$ cat src/rtl/px_adc_pkg.sv
// Shared types and constants for the pixel-ADC responder.
// The FSM state encoding and frame-length helper live here.
package px_adc_pkg;

  localparam int DEF_DATA_BITS  = 12;
  localparam int DEF_LEAD_ZEROS = 4;

  typedef enum logic [1:0] {
    IDLE  = 2'd0,
    SHIFT = 2'd1,
    TAIL  = 2'd2
  } state_t;

  function automatic int frame_bits(input int lead_zeros, input int data_bits);
    return lead_zeros + data_bits;
  endfunction

endpackage

$ cat src/rtl/px_adc_edge_sync.sv
// Brings an asynchronous pin into the clk domain and flags its edges.
// Rise/fall are single-cycle pulses derived from the synchronized level.
module px_adc_edge_sync #(
  parameter int SYNC_STAGES = 2
) (
  input  logic clk,
  input  logic din,
  output logic rise,
  output logic fall
);

  logic [SYNC_STAGES-1:0] sync_q;
  logic                   prev_q;

  // The chain carries no reset so a pin held low through reset does not
  // later look like a fresh edge.
  always_ff @(posedge clk) begin
    sync_q <= {sync_q[SYNC_STAGES-2:0], din};
    prev_q <= sync_q[SYNC_STAGES-1];
  end

  assign rise = sync_q[SYNC_STAGES-1] & ~prev_q;
  assign fall = ~sync_q[SYNC_STAGES-1] & prev_q;

endmodule

$ cat src/rtl/px_adc_responder.sv
// Serial pixel-ADC stand-in: answers cs/sclk from the capture master with
// frames of leading zeros followed by a sample taken from a valid/ready source.
module px_adc_responder
  import px_adc_pkg::*;
#(
  parameter int DATA_BITS   = DEF_DATA_BITS,
  parameter int LEAD_ZEROS  = DEF_LEAD_ZEROS,
  parameter int SYNC_STAGES = 2
) (
  input  logic                 clk,
  input  logic                 reset,
  input  logic                 adc_cs,
  input  logic                 adc_sclk,
  output logic                 adc_dout,
  output logic                 adc_dout_oe,
  input  logic [DATA_BITS-1:0] sample_data,
  input  logic                 sample_valid,
  output logic                 sample_ready,
  output logic                 frame_done,
  output logic                 underrun,
  output logic                 abort,
  output logic [15:0]          frame_count
);

  localparam int FRAME_BITS = frame_bits(LEAD_ZEROS, DATA_BITS);
  localparam int CNT_W      = $clog2(FRAME_BITS + 1);
  localparam logic [CNT_W-1:0] LAST_BIT = CNT_W'(FRAME_BITS - 1);

  logic                  cs_rise;
  logic                  cs_fall;
  logic                  sclk_rise;
  logic                  sclk_fall;
  state_t                state;
  logic [FRAME_BITS-1:0] shreg;
  logic [CNT_W-1:0]      bit_cnt;
  logic [DATA_BITS-1:0]  last_sample;
  logic [DATA_BITS-1:0]  next_sample;
  logic [FRAME_BITS-1:0] frame_word;

  px_adc_edge_sync #(.SYNC_STAGES(SYNC_STAGES)) u_cs_sync (
    .clk  (clk),
    .din  (adc_cs),
    .rise (cs_rise),
    .fall (cs_fall)
  );

  px_adc_edge_sync #(.SYNC_STAGES(SYNC_STAGES)) u_sclk_sync (
    .clk  (clk),
    .din  (adc_sclk),
    .rise (sclk_rise),
    .fall (sclk_fall)
  );

  // Under-run replays the last delivered sample rather than sending garbage.
  assign next_sample  = sample_valid ? sample_data : last_sample;
  assign frame_word   = FRAME_BITS'(next_sample);
  assign sample_ready = (state == IDLE) && cs_fall && sample_valid;

  always_ff @(posedge clk) begin
    if (reset) begin
      state       <= IDLE;
      shreg       <= '0;
      bit_cnt     <= '0;
      last_sample <= '0;
      adc_dout    <= 1'b0;
      adc_dout_oe <= 1'b0;
      frame_done  <= 1'b0;
      underrun    <= 1'b0;
      abort       <= 1'b0;
      frame_count <= '0;
    end else begin
      frame_done <= 1'b0;
      underrun   <= 1'b0;
      abort      <= 1'b0;
      case (state)
        IDLE: begin
          if (cs_fall) begin
            shreg       <= frame_word;
            adc_dout    <= frame_word[FRAME_BITS-1];
            adc_dout_oe <= 1'b1;
            bit_cnt     <= '0;
            state       <= SHIFT;
            if (sample_valid) last_sample <= sample_data;
            else              underrun    <= 1'b1;
          end
        end
        SHIFT: begin
          // A cs rise outranks a coincident sclk fall, even on the last bit.
          if (cs_rise) begin
            abort       <= 1'b1;
            adc_dout_oe <= 1'b0;
            adc_dout    <= 1'b0;
            state       <= IDLE;
          end else if (sclk_fall) begin
            bit_cnt <= bit_cnt + 1'b1;
            if (bit_cnt == LAST_BIT) begin
              adc_dout_oe <= 1'b0;
              adc_dout    <= 1'b0;
              frame_done  <= 1'b1;
              frame_count <= frame_count + 16'd1;
              state       <= TAIL;
            end else begin
              shreg    <= {shreg[FRAME_BITS-2:0], 1'b0};
              adc_dout <= shreg[FRAME_BITS-2];
            end
          end
        end
        TAIL: begin
          if (cs_rise) state <= IDLE;
        end
        default: state <= IDLE;
      endcase
    end
  end

  logic unused_sclk_rise;
  assign unused_sclk_rise = sclk_rise;

endmodule

$ cat config.mk
export PLATFORM = sky130hd
export DESIGN_NAME = px_adc_responder
export DESIGN_NICKNAME = d
export VERILOG_FILES = /design/src/rtl/px_adc_pkg.sv /design/src/rtl/px_adc_edge_sync.sv /design/src/rtl/px_adc_responder.sv
export SDC_FILE = /design/constraint.sdc
export NUM_CORES = 1
export LEC_CHECK = 0
export BUFFER_PORTS_ARGS = -buffer_cell sky130_fd_sc_hd__buf_2
export CAP_MARGIN = 5
export CORE_MARGIN = 3
export CORE_UTILIZATION = 50
export DETAILED_ROUTE_END_ITERATION = 12
export PLACE_DENSITY_LB_ADDON = 0.3
export SETUP_SLACK_MARGIN = 0.1
export SYNTH_ARGS = -nofsm -noshare
export SYNTH_HDL_FRONTEND = slang
export SYNTH_SLANG_ARGS = --single-unit
$ cat constraint.sdc
create_clock -name clk -period 2.8 [get_ports clk]
set_input_delay 0.28 -clock clk [delete_from_list [all_inputs] [get_ports clk]]
set_output_delay 0.28 -clock clk [all_outputs]
set_load 0.005 [all_outputs]
---- After elaboration in Yosys (flattened, before gate mapping) ----
Cells that the tools add are included.
storage, ports and cells
  register bits after elaboration ......... 61
  input bits .............................. 17
cells by class
  bitwise logic cells ..................... 11
  muxes and demuxes ....................... 29
  reduce and logical (&&, ||, !) cells .... 14
  $add $sub $neg .......................... 2
  equal/unequal tests ..................... 10
operators with widths
  kind                     count
  $mux W15                 4
  $pmux W15 S2             1
  $add A16 B1 Y16 const B  1
  $reduce_and A4 Y1        4
  $mux W5                  3
  $mux W12                 1
  $mux W1                  11
  $mux W2                  5
  $ne A2 B2 Y1 const B     5
  $pmux W5 S2              1
  $not A1 Y1               8
  $ne A3 B3 Y1 const B     2
  $pmux W2 S3              1
  $add A5 B1 Y5 const B    1
  $eq A5 B4 Y1 const B     1
  $reduce_and A5 Y1        1
  $pmux W1 S2              2
  $reduce_or A4 Y1         1
  $and A1 B1 Y1            3
  $reduce_and A3 Y1        1
  $reduce_or A3 Y1         1
  $eq A2 B1 Y1 const B     1
  $eq A2 B2 Y1 const B     1
  $logic_and A1 B1 Y1      2
  other kinds (4)          4

---- Longest topological paths before layout ----
Gate-level depths: netlist (run 1).
  depth in word-level cells ............... 5
  mapped depth ............................ 8

---- By module ----
Synthesis (run 1) repeated with hierarchy kept, for this count alone.
second synthesis, totals
  cells, all modules ...................... 291
  area total of the unflattened synthesis .. 2600.0 µm²
by module, submodules not included
  module            instances  cells an instance  area an instance (µm²)
  px_adc_responder  1          281                2449.8
  px_adc_edge_sync  2          5                  75.1

---- Least setup slack after synthesis (run 1) ----
OpenSTA, ideal clock, no wires.
  path type ............................... reg-to-reg
  start ................................... register bit_cnt[0]
  end ..................................... register frame_count[10]
  path slack .............................. 0.776 ns
  arrival ................................. 1.954 ns
  period minus slack after synthesis ...... 2.024 ns
  data required time ...................... 2.730 ns
  path buffers ............................ 1
  stages on the path, launching flop included .. 9
  path through ............................ dfxtp_1 > ha_1 > and3_1 > ha_1 > and4b_1 > nand3_2 > buf_6 > or4_1 > a21oi_1
between the ends
  longest elaborated chain between the ends .. 2
RTL lines
  item                         line                     RTL
  from (decl)                  px_adc_responder.sv:35   logic [CNT_W-1:0] bit_cnt;
  from (signal assigned)       px_adc_responder.sv:95   bit_cnt <= bit_cnt + 1'b1;
  $eq A5 B4 Y1                 px_adc_responder.sv:96   if (bit_cnt == LAST_BIT) begin
  $reduce_and A4 Y1 (no line)  n/a
  to (signal assigned)         px_adc_responder.sv:100  frame_count <= frame_count + 16'd1;
  to (decl)                    px_adc_responder.sv:22   output logic [15:0] frame_count
No other way between the ends.
A chain may end at the register's enable or synchronous reset.

---- Final worst setup path (run 1) ----
  start ................................... register bit_cnt[0]
  end ..................................... register frame_count[14]
Same word-level chain as after synthesis.

==> results_dict.tcl, run 1 <==
set metrics [dict create \
    status "complete, no violations" \
    hold_buffers 0 \
    dieArea_um2 6250 \
    startpoint_type "flip-flop" \
    io_buffers 38 \
    ys_seq_area_share_pct 45.8 \
    place_inst 384 \
    start_util_pct 54.0 \
    grt_max_degree 43 \
    antenna_found_initial 0 \
    io_pins 39 \
    grt-ovfl-total 0 \
    layout.nets 349 \
    r2r_cells 7 \
    synthDistinctLibCells 43 \
    die_h_um 79.1 \
    viasPerCell 5.53 \
    postRouteAntennaNets 0 \
    cts_tree "built" \
    max-clock-path-buffers 2 \
    rsz0062_at_grt "false" \
    tightest_slew_ns 0.726 \
    cts_buffers 9 \
    yosys.area.top_type_share_pct 45.8 \
    grt_pass1_vias 1978 \
    syn_avg_cell_area_um2 9.08 \
    clk_pin_slew_ns 0.06 \
    clock_skew_ns 0.00787 \
    worst_slew_margin_rel_pct 51.6 \
    root_buffer "clkbuf_8" \
    clock_latency_ns 0.33 \
    post-dp-hpwl_mm 3.58 \
    hp-class "in2reg" \
    drv_cap 0 \
    ys_warn_count 0 \
    cp.required_ns 3.05 \
    crit_buf_inv 0 \
    arrival_ns 2.53 \
    synthesis.area_um2 2670 \
    postCtsSetupBuffers 0 \
    synthFlopType "dfxtp_1" \
    critical_path.cell_chain "ha_1, and3_1, ha_1, and4b_1, nand3_2, or4_1, a21oi_1" \
    core-area_um2 4940 \
    startpoint "bit_cnt[0]" \
    worstHoldPathCells 1 \
    drive_gt1_share_pct 18.7 \
    yosys.area.top_type "dfxtp_1" \
    synthTopCellsByArea "dfxtp_1 (46%), mux2i_1 (6.0%), a21oi_1 (5.3%)" \
    gr-usage-all-layers_pct 17.9 \
    wirelength_mm 5.20 \
    drt_iter0_drc 116 \
    post-route-period-util_pct 81.4 \
    ys_ff_latch 61 \
    cp_max_fo 11 \
    r2r_start "bit_cnt[0]" \
    reg2reg_slack_ns 0.52 \
    power.density_cell_area_nw_per_um2 559 \
    tns_ns 0 \
    fill_cells 462 \
    crit_slowest_cell "or4_1" \
    firstDrtPassIters 4 \
    area_growth_pct 13.9 \
    cts_sinks 61 \
    cp_common_cell "ha_1" \
    synth_commonest_cells "dfxtp_1 (61), nand2_1 (31), a21oi_1 (28), nor2_1 (26), mux2i_1 (16)" \
    min_from "adc_sclk" \
    cpPeakStageDelay_ns 0.56 \
    cts_resized 0 \
    ir_drop_v 0.000314 \
    h-tree-depth 3 \
    synth-edff-count 0 \
    wl_per_cell_um 13.0 \
    die_w_um 79.1 \
    finalHoldViolCount 0 \
    cp_top_family "simple AND/OR/NAND/NOR gates" \
    vias 2206 \
    stdcell_count 399 \
    yosysMostFrequentCell "dfxtp_1" \
    worst-path-stages 7 \
    leakagePower_nw 1.20 \
    cp-end-kind "flip-flop" \
    fin_crit_ns 2.28 \
    antenna_cells 0 \
    drc 0 \
    globalplace.congestion 0.879 \
    grt_pass1_wl_mm 8.86 \
    finalMaxSlewViolations 0 \
    setup_viol 0 \
    synth_nets 315 \
    fp-row-count 25 \
    synthesis.instances 294 \
    critical_path_class "reg2reg" \
    synthArstFlopShare_pct 0 \
    fmax_mhz 439 \
]
[cells by family (layout without fill, tap and decap cells)]
family | count (synthesis) | after routing | share of synthesized area, %
mux | 18 | 18 | 6.84
fa+ha+maj | 4 | 4 | 1.88
compound gates | 68 | 68 | 16.4
flops | 61 | 61 | 45.8
simple gates | 115 | 115 | 23.3
xor+xnor | 5 | 5 | 1.64
buf+inv | 23 | 61 | 4.13
[metal layers]
metal  wire length, µm  global-route usage, %  vias up
met3               190                   3.40       11
met5                 0                      0        -
met2              2350                   27.3       43
met4               120                   10.3        0
met1              2540                   23.8     1020
li1                  -                      -     1132
[power by group]
| group | switching, mW | internal [mW] |
|---|---|---|
| Sequential | 0.0166 | 0.897 |
| Combinational | 0.0837 | 0.0559 |
| Clock | 0.307 | 0.338 |
[cell usage in the layout (no fill, tap or decap), types with 3 or more instances in the layout]
cell type / Yosys / layout
a211oi_1: 12 / 12
a21oi_1: 28 / 28
and2_1: 3 / 3
buf_2: 4 / 38
buf_4: 1 / 5
clkbuf_1: 11 / 3
clkbuf_8: 0 / 10
dfxtp_1: 61 / 61
ha_1: 4 / 4
inv_1: 3 / 3
mux2i_1: 16 / 16
nand2_1: 31 / 31
nand2b_1: 4 / 4
nand3_1: 10 / 10
nand4_1: 7 / 7
nor2_1: 26 / 26
nor2b_1: 4 / 4
nor3_1: 6 / 6
o211ai_1: 11 / 11
o21ai_0: 5 / 5
o31ai_1: 6 / 6
or3_1: 4 / 4
or4_1: 6 / 6
xnor2_1: 3 / 3
[worst reg2reg max path, stage by stage (launching register included)]
cell and delay (ns):
dfxtp_1 0.38, ha_1 0.19, and3_1 0.18, ha_1 0.25
and4b_1 0.26, nand3_2 0.22, or4_1 0.57, a21oi_1 0.17
[flip-flops by register name (all words and copies together), names as in the netlist]
signal	count
bit_cnt	5
state	2
u_cs_sync.prev_q	1
underrun	1
adc_dout	1
adc_dout_oe	1
frame_count	16
u_sclk_sync.sync_q	2
frame_done	1
abort	1
shreg	15
u_sclk_sync.prev_q	1
last_sample	12
u_cs_sync.sync_q	2
[through the flow]
step	power, mW	area, µm²	util, %	worst slack, ns	hold slack (ns)
floorplan	1.04	2670	-	0.776	0.308
global placement	1.07	2880	58.3	0.650	0.312
detailed placement	1.07	2880	58.3	0.533	0.313
CTS	1.72	3040	61.5	0.526	0.0330
global route	1.78	3040	61.5	0.417	0.0312
finish	1.70	3040	61.5	0.521	0.0475
[cell type report]
| type | instances | area (µm²) | share of cell area, % |
|---|---|---|---|
| Multi-Input combinational cell | 210 | 1340 | 44.0 |
| Clock buffer | 13 | 149 | 4.90 |
| Inverter | 3 | 11.3 | 0.370 |
| Sequential cell | 61 | 1220 | 40.2 |
| Clock inverter | 2 | 10.0 | 0.329 |
| Timing Repair Buffer | 43 | 228 | 7.49 |
| Tap cell | 67 | 83.8 | 2.76 |
[final timing paths]
| path | to |
|---|---|
| hold reg to reg | u_cs_sync.sync_q[1] |
| setup reg to reg | frame_count[14] |
| hold / removal | u_sclk_sync.sync_q[0] |
| setup / recovery | frame_count[14] |
Power figures use the tool's default switching activity.
==> inputs of run 2 (changes only) <==
Clock period 2.8 ns to 2.2 ns, I/O delays scaled along.
==> results_dict.tcl, run 2 (synthesized netlist as in run 1, its figures left out) <==
set metrics [dict create \
    antenna_found_initial 0 \
    p_sw_uw 539 \
    wirelength_mm 5.68 \
    internal_power_mw 1.72 \
    gr-usage-all-layers_pct 19.0 \
    grt_pass1_vias 2151 \
    die_h_um 79.1 \
    critical_path_class "reg2reg" \
    grt_pass1_wl_mm 9.47 \
    postRouteAntennaNets 0 \
    io_buffers 38 \
    drive_gt1_share_pct 23.7 \
    power_mw 2.26 \
    post-route-period-util_pct 93.7 \
    max-clock-path-buffers 2 \
    cts_sinks 61 \
    drv_cap 0 \
    cp-end-kind "flip-flop" \
    r2r_start "bit_cnt[1]" \
    pwr-share-comb_pct 8.4 \
    reg2reg_slack_ns 0.14 \
    viasPerCell 5.69 \
    dieArea_um2 6250 \
    core-area_um2 4940 \
    cp_top_family "simple AND/OR/NAND/NOR gates" \
    finalHoldViolCount 0 \
    drc 0 \
    vias 2327 \
    grt-ovfl-total 0 \
    cts_tree "built" \
    fin_crit_ns 2.06 \
    fill_cells 457 \
    crit_slowest_cell "or4_4" \
    leakagePower_nw 1.26 \
    tightest_slew_ns 0.658 \
    finalMaxSlewViolations 0 \
    root_buffer "clkbuf_8" \
    hp-class "in2reg" \
    setup_viol 0 \
    seq_power_share_pct 51.4 \
    wl_per_cell_um 13.9 \
    final_cell_mix "dfxtp_1 (59), buf_2 (38), nand2_1 (31), a21oi_1 (28), nor2_1 (26)" \
    startpoint_type "flip-flop" \
    crit_buf_inv 0 \
    grt_max_degree 38 \
    fmax_mhz 485 \
    antenna_cells 0 \
    worst_slew_margin_rel_pct 56.1 \
    clkPwrFrac_pct 40.2 \
    ir_drop_v 0.000466 \
    hold_end "last_sample[0]" \
    clock_skew_ns 0.00766 \
    post-dp-hpwl_mm 3.68 \
    post-place-ws_ns -0.0628 \
    final_common_cell "dfxtp_1" \
    globalplace.congestion 0.868 \
    reg_top3 "frame_count: 16 flops, shreg: 15 flops, last_sample: 12 flops" \
    start_util_pct 54.0 \
    io_pins 39 \
    r2r_cells 7 \
    h-tree-depth 3 \
    status "complete, no violations" \
    fp-row-count 25 \
    largest_reg_flops 16 \
    rsz0062_at_grt "false" \
    fin_ws_ns 0.138 \
    cp.required_ns 2.45 \
    area_growth_pct 19.2 \
    largest_register "frame_count" \
    power.density_cell_area_nw_per_um2 712 \
    cp_max_fo 5 \
    firstDrtPassIters 4 \
    p_sw_share_pct 23.8 \
    worstHoldPathCells 3 \
    place_inst 386 \
    final_cell_area_um2 3180 \
    clk_pin_slew_ns 0.06 \
    critical_path.cell_chain "ha_2, and3_4, ha_4, and4b_2, nand3_4, or4_4, a21oi_1" \
    r2r_end "frame_count[14]" \
    die_w_um 79.1 \
    min_from "sample_data[0]" \
    stdcell_count 409 \
    cpPeakStageDelay_ns 0.54 \
    cts_buffers 9 \
    arrival_ns 2.32 \
    placedInstanceArea_um2 2900 \
    drt_iter0_drc 166 \
    clock_latency_ns 0.33 \
    layout.nets 359 \
]
## run 2: changes by cell type in the layout (fill, tap and decap cells not counted), moves of 2 or more
cell | previous run | this run
buf_4 | 5 | 12
clkbuf_1 | 3 | 0
or4_1 | 6 | 4
clkinv_2 | 2 | 5
dlygate4sd3_1 | 0 | 2
or4_4 | 0 | 2
ha_1 | 4 | 2
dfxtp_1 | 61 | 59
dfxtp_2 | 0 | 2
## run 2: repair_timing
| item | in CTS | in global routing |
|---|---|---|
| resized for setup | 5 | 5 |
| endpoints found under the hold margin | 2 | 0 |
| hold buffers | 2 | 0 |
| pin swaps | 1 | 1 |
| setup buffers | 0 | 5 |
| cloned | 0 | 1 |
| endpoints found under the setup margin | 9 | 5 |
## run 2: how the worst max path moves through the flow
| stage | startpoint | end | slack [ns] | cells after the start |
|---|---|---|---|---|
| 4_1_cts | bit_cnt[1] | frame_count[12] | 0.10 | 7 |
| 3_5_place_dp | bit_cnt[0] | frame_count[12] | -0.06 | 7 |
| 6_report | bit_cnt[1] | frame_count[14] | 0.14 | 7 |
| 2_1_floorplan | bit_cnt[0] | frame_count[10] | 0.18 | 8 |
| 3_3_place_gp | bit_cnt[0] | frame_count[14] | 0.06 | 7 |
| 5_1_grt | bit_cnt[0] | frame_count[14] | 0.07 | 7 |
## run 2: cell type report
type | instances | area [µm²] | share of cell area [%]
clock buffer | 9 | 124 | 3.89
tap | 67 | 83.8 | 2.63
timing repair buffer | 52 | 300 | 9.44
inverter | 3 | 11.3 | 0.354
sequential | 61 | 1220 | 38.5
clock inverter | 6 | 55.1 | 1.73
multi-input combinational | 211 | 1380 | 43.5
## run 2: power by group through the flow
stage	Sequential (mW)	Clock [mW]	Combinational [mW]
3_5_place_dp	1.19	0	0.183
4_1_cts	1.16	0.930	0.189
6_report	1.16	0.910	0.191
3_3_place_gp	1.19	0	0.181
2_1_floorplan	1.18	0	0.138
5_1_grt	1.17	0.973	0.216
## run 2: layer usage
layer  vias to the layer above  track usage (%)  wire [µm]  share of wire, %
met5                         -                0          0                 0
li1                       1154                -          -                 -
met3                         8             3.74        295               5.2
met2                        62             28.7       2610                46
met4                         0             11.3         88               1.5
met1                      1103             25.2       2690                47
## run 2: through the flow
step | TNS (ns) | util [%] | hold slack, ns
2_1_floorplan | 0 | - | 0.248
3_3_place_gp | 0 | 58.6 | 0.313
3_5_place_dp | -0.149 | 58.6 | 0.312
4_1_cts | 0 | 63.2 | 0.136
5_1_grt | 0 | 64.4 | 0.168
6_report | 0 | 64.4 | 0.144
## run 2: worst min-delay path, cell delays in order
cell,delay (ns)
buf_2,0.09
mux2i_1,0.06
nor2_1,0.07
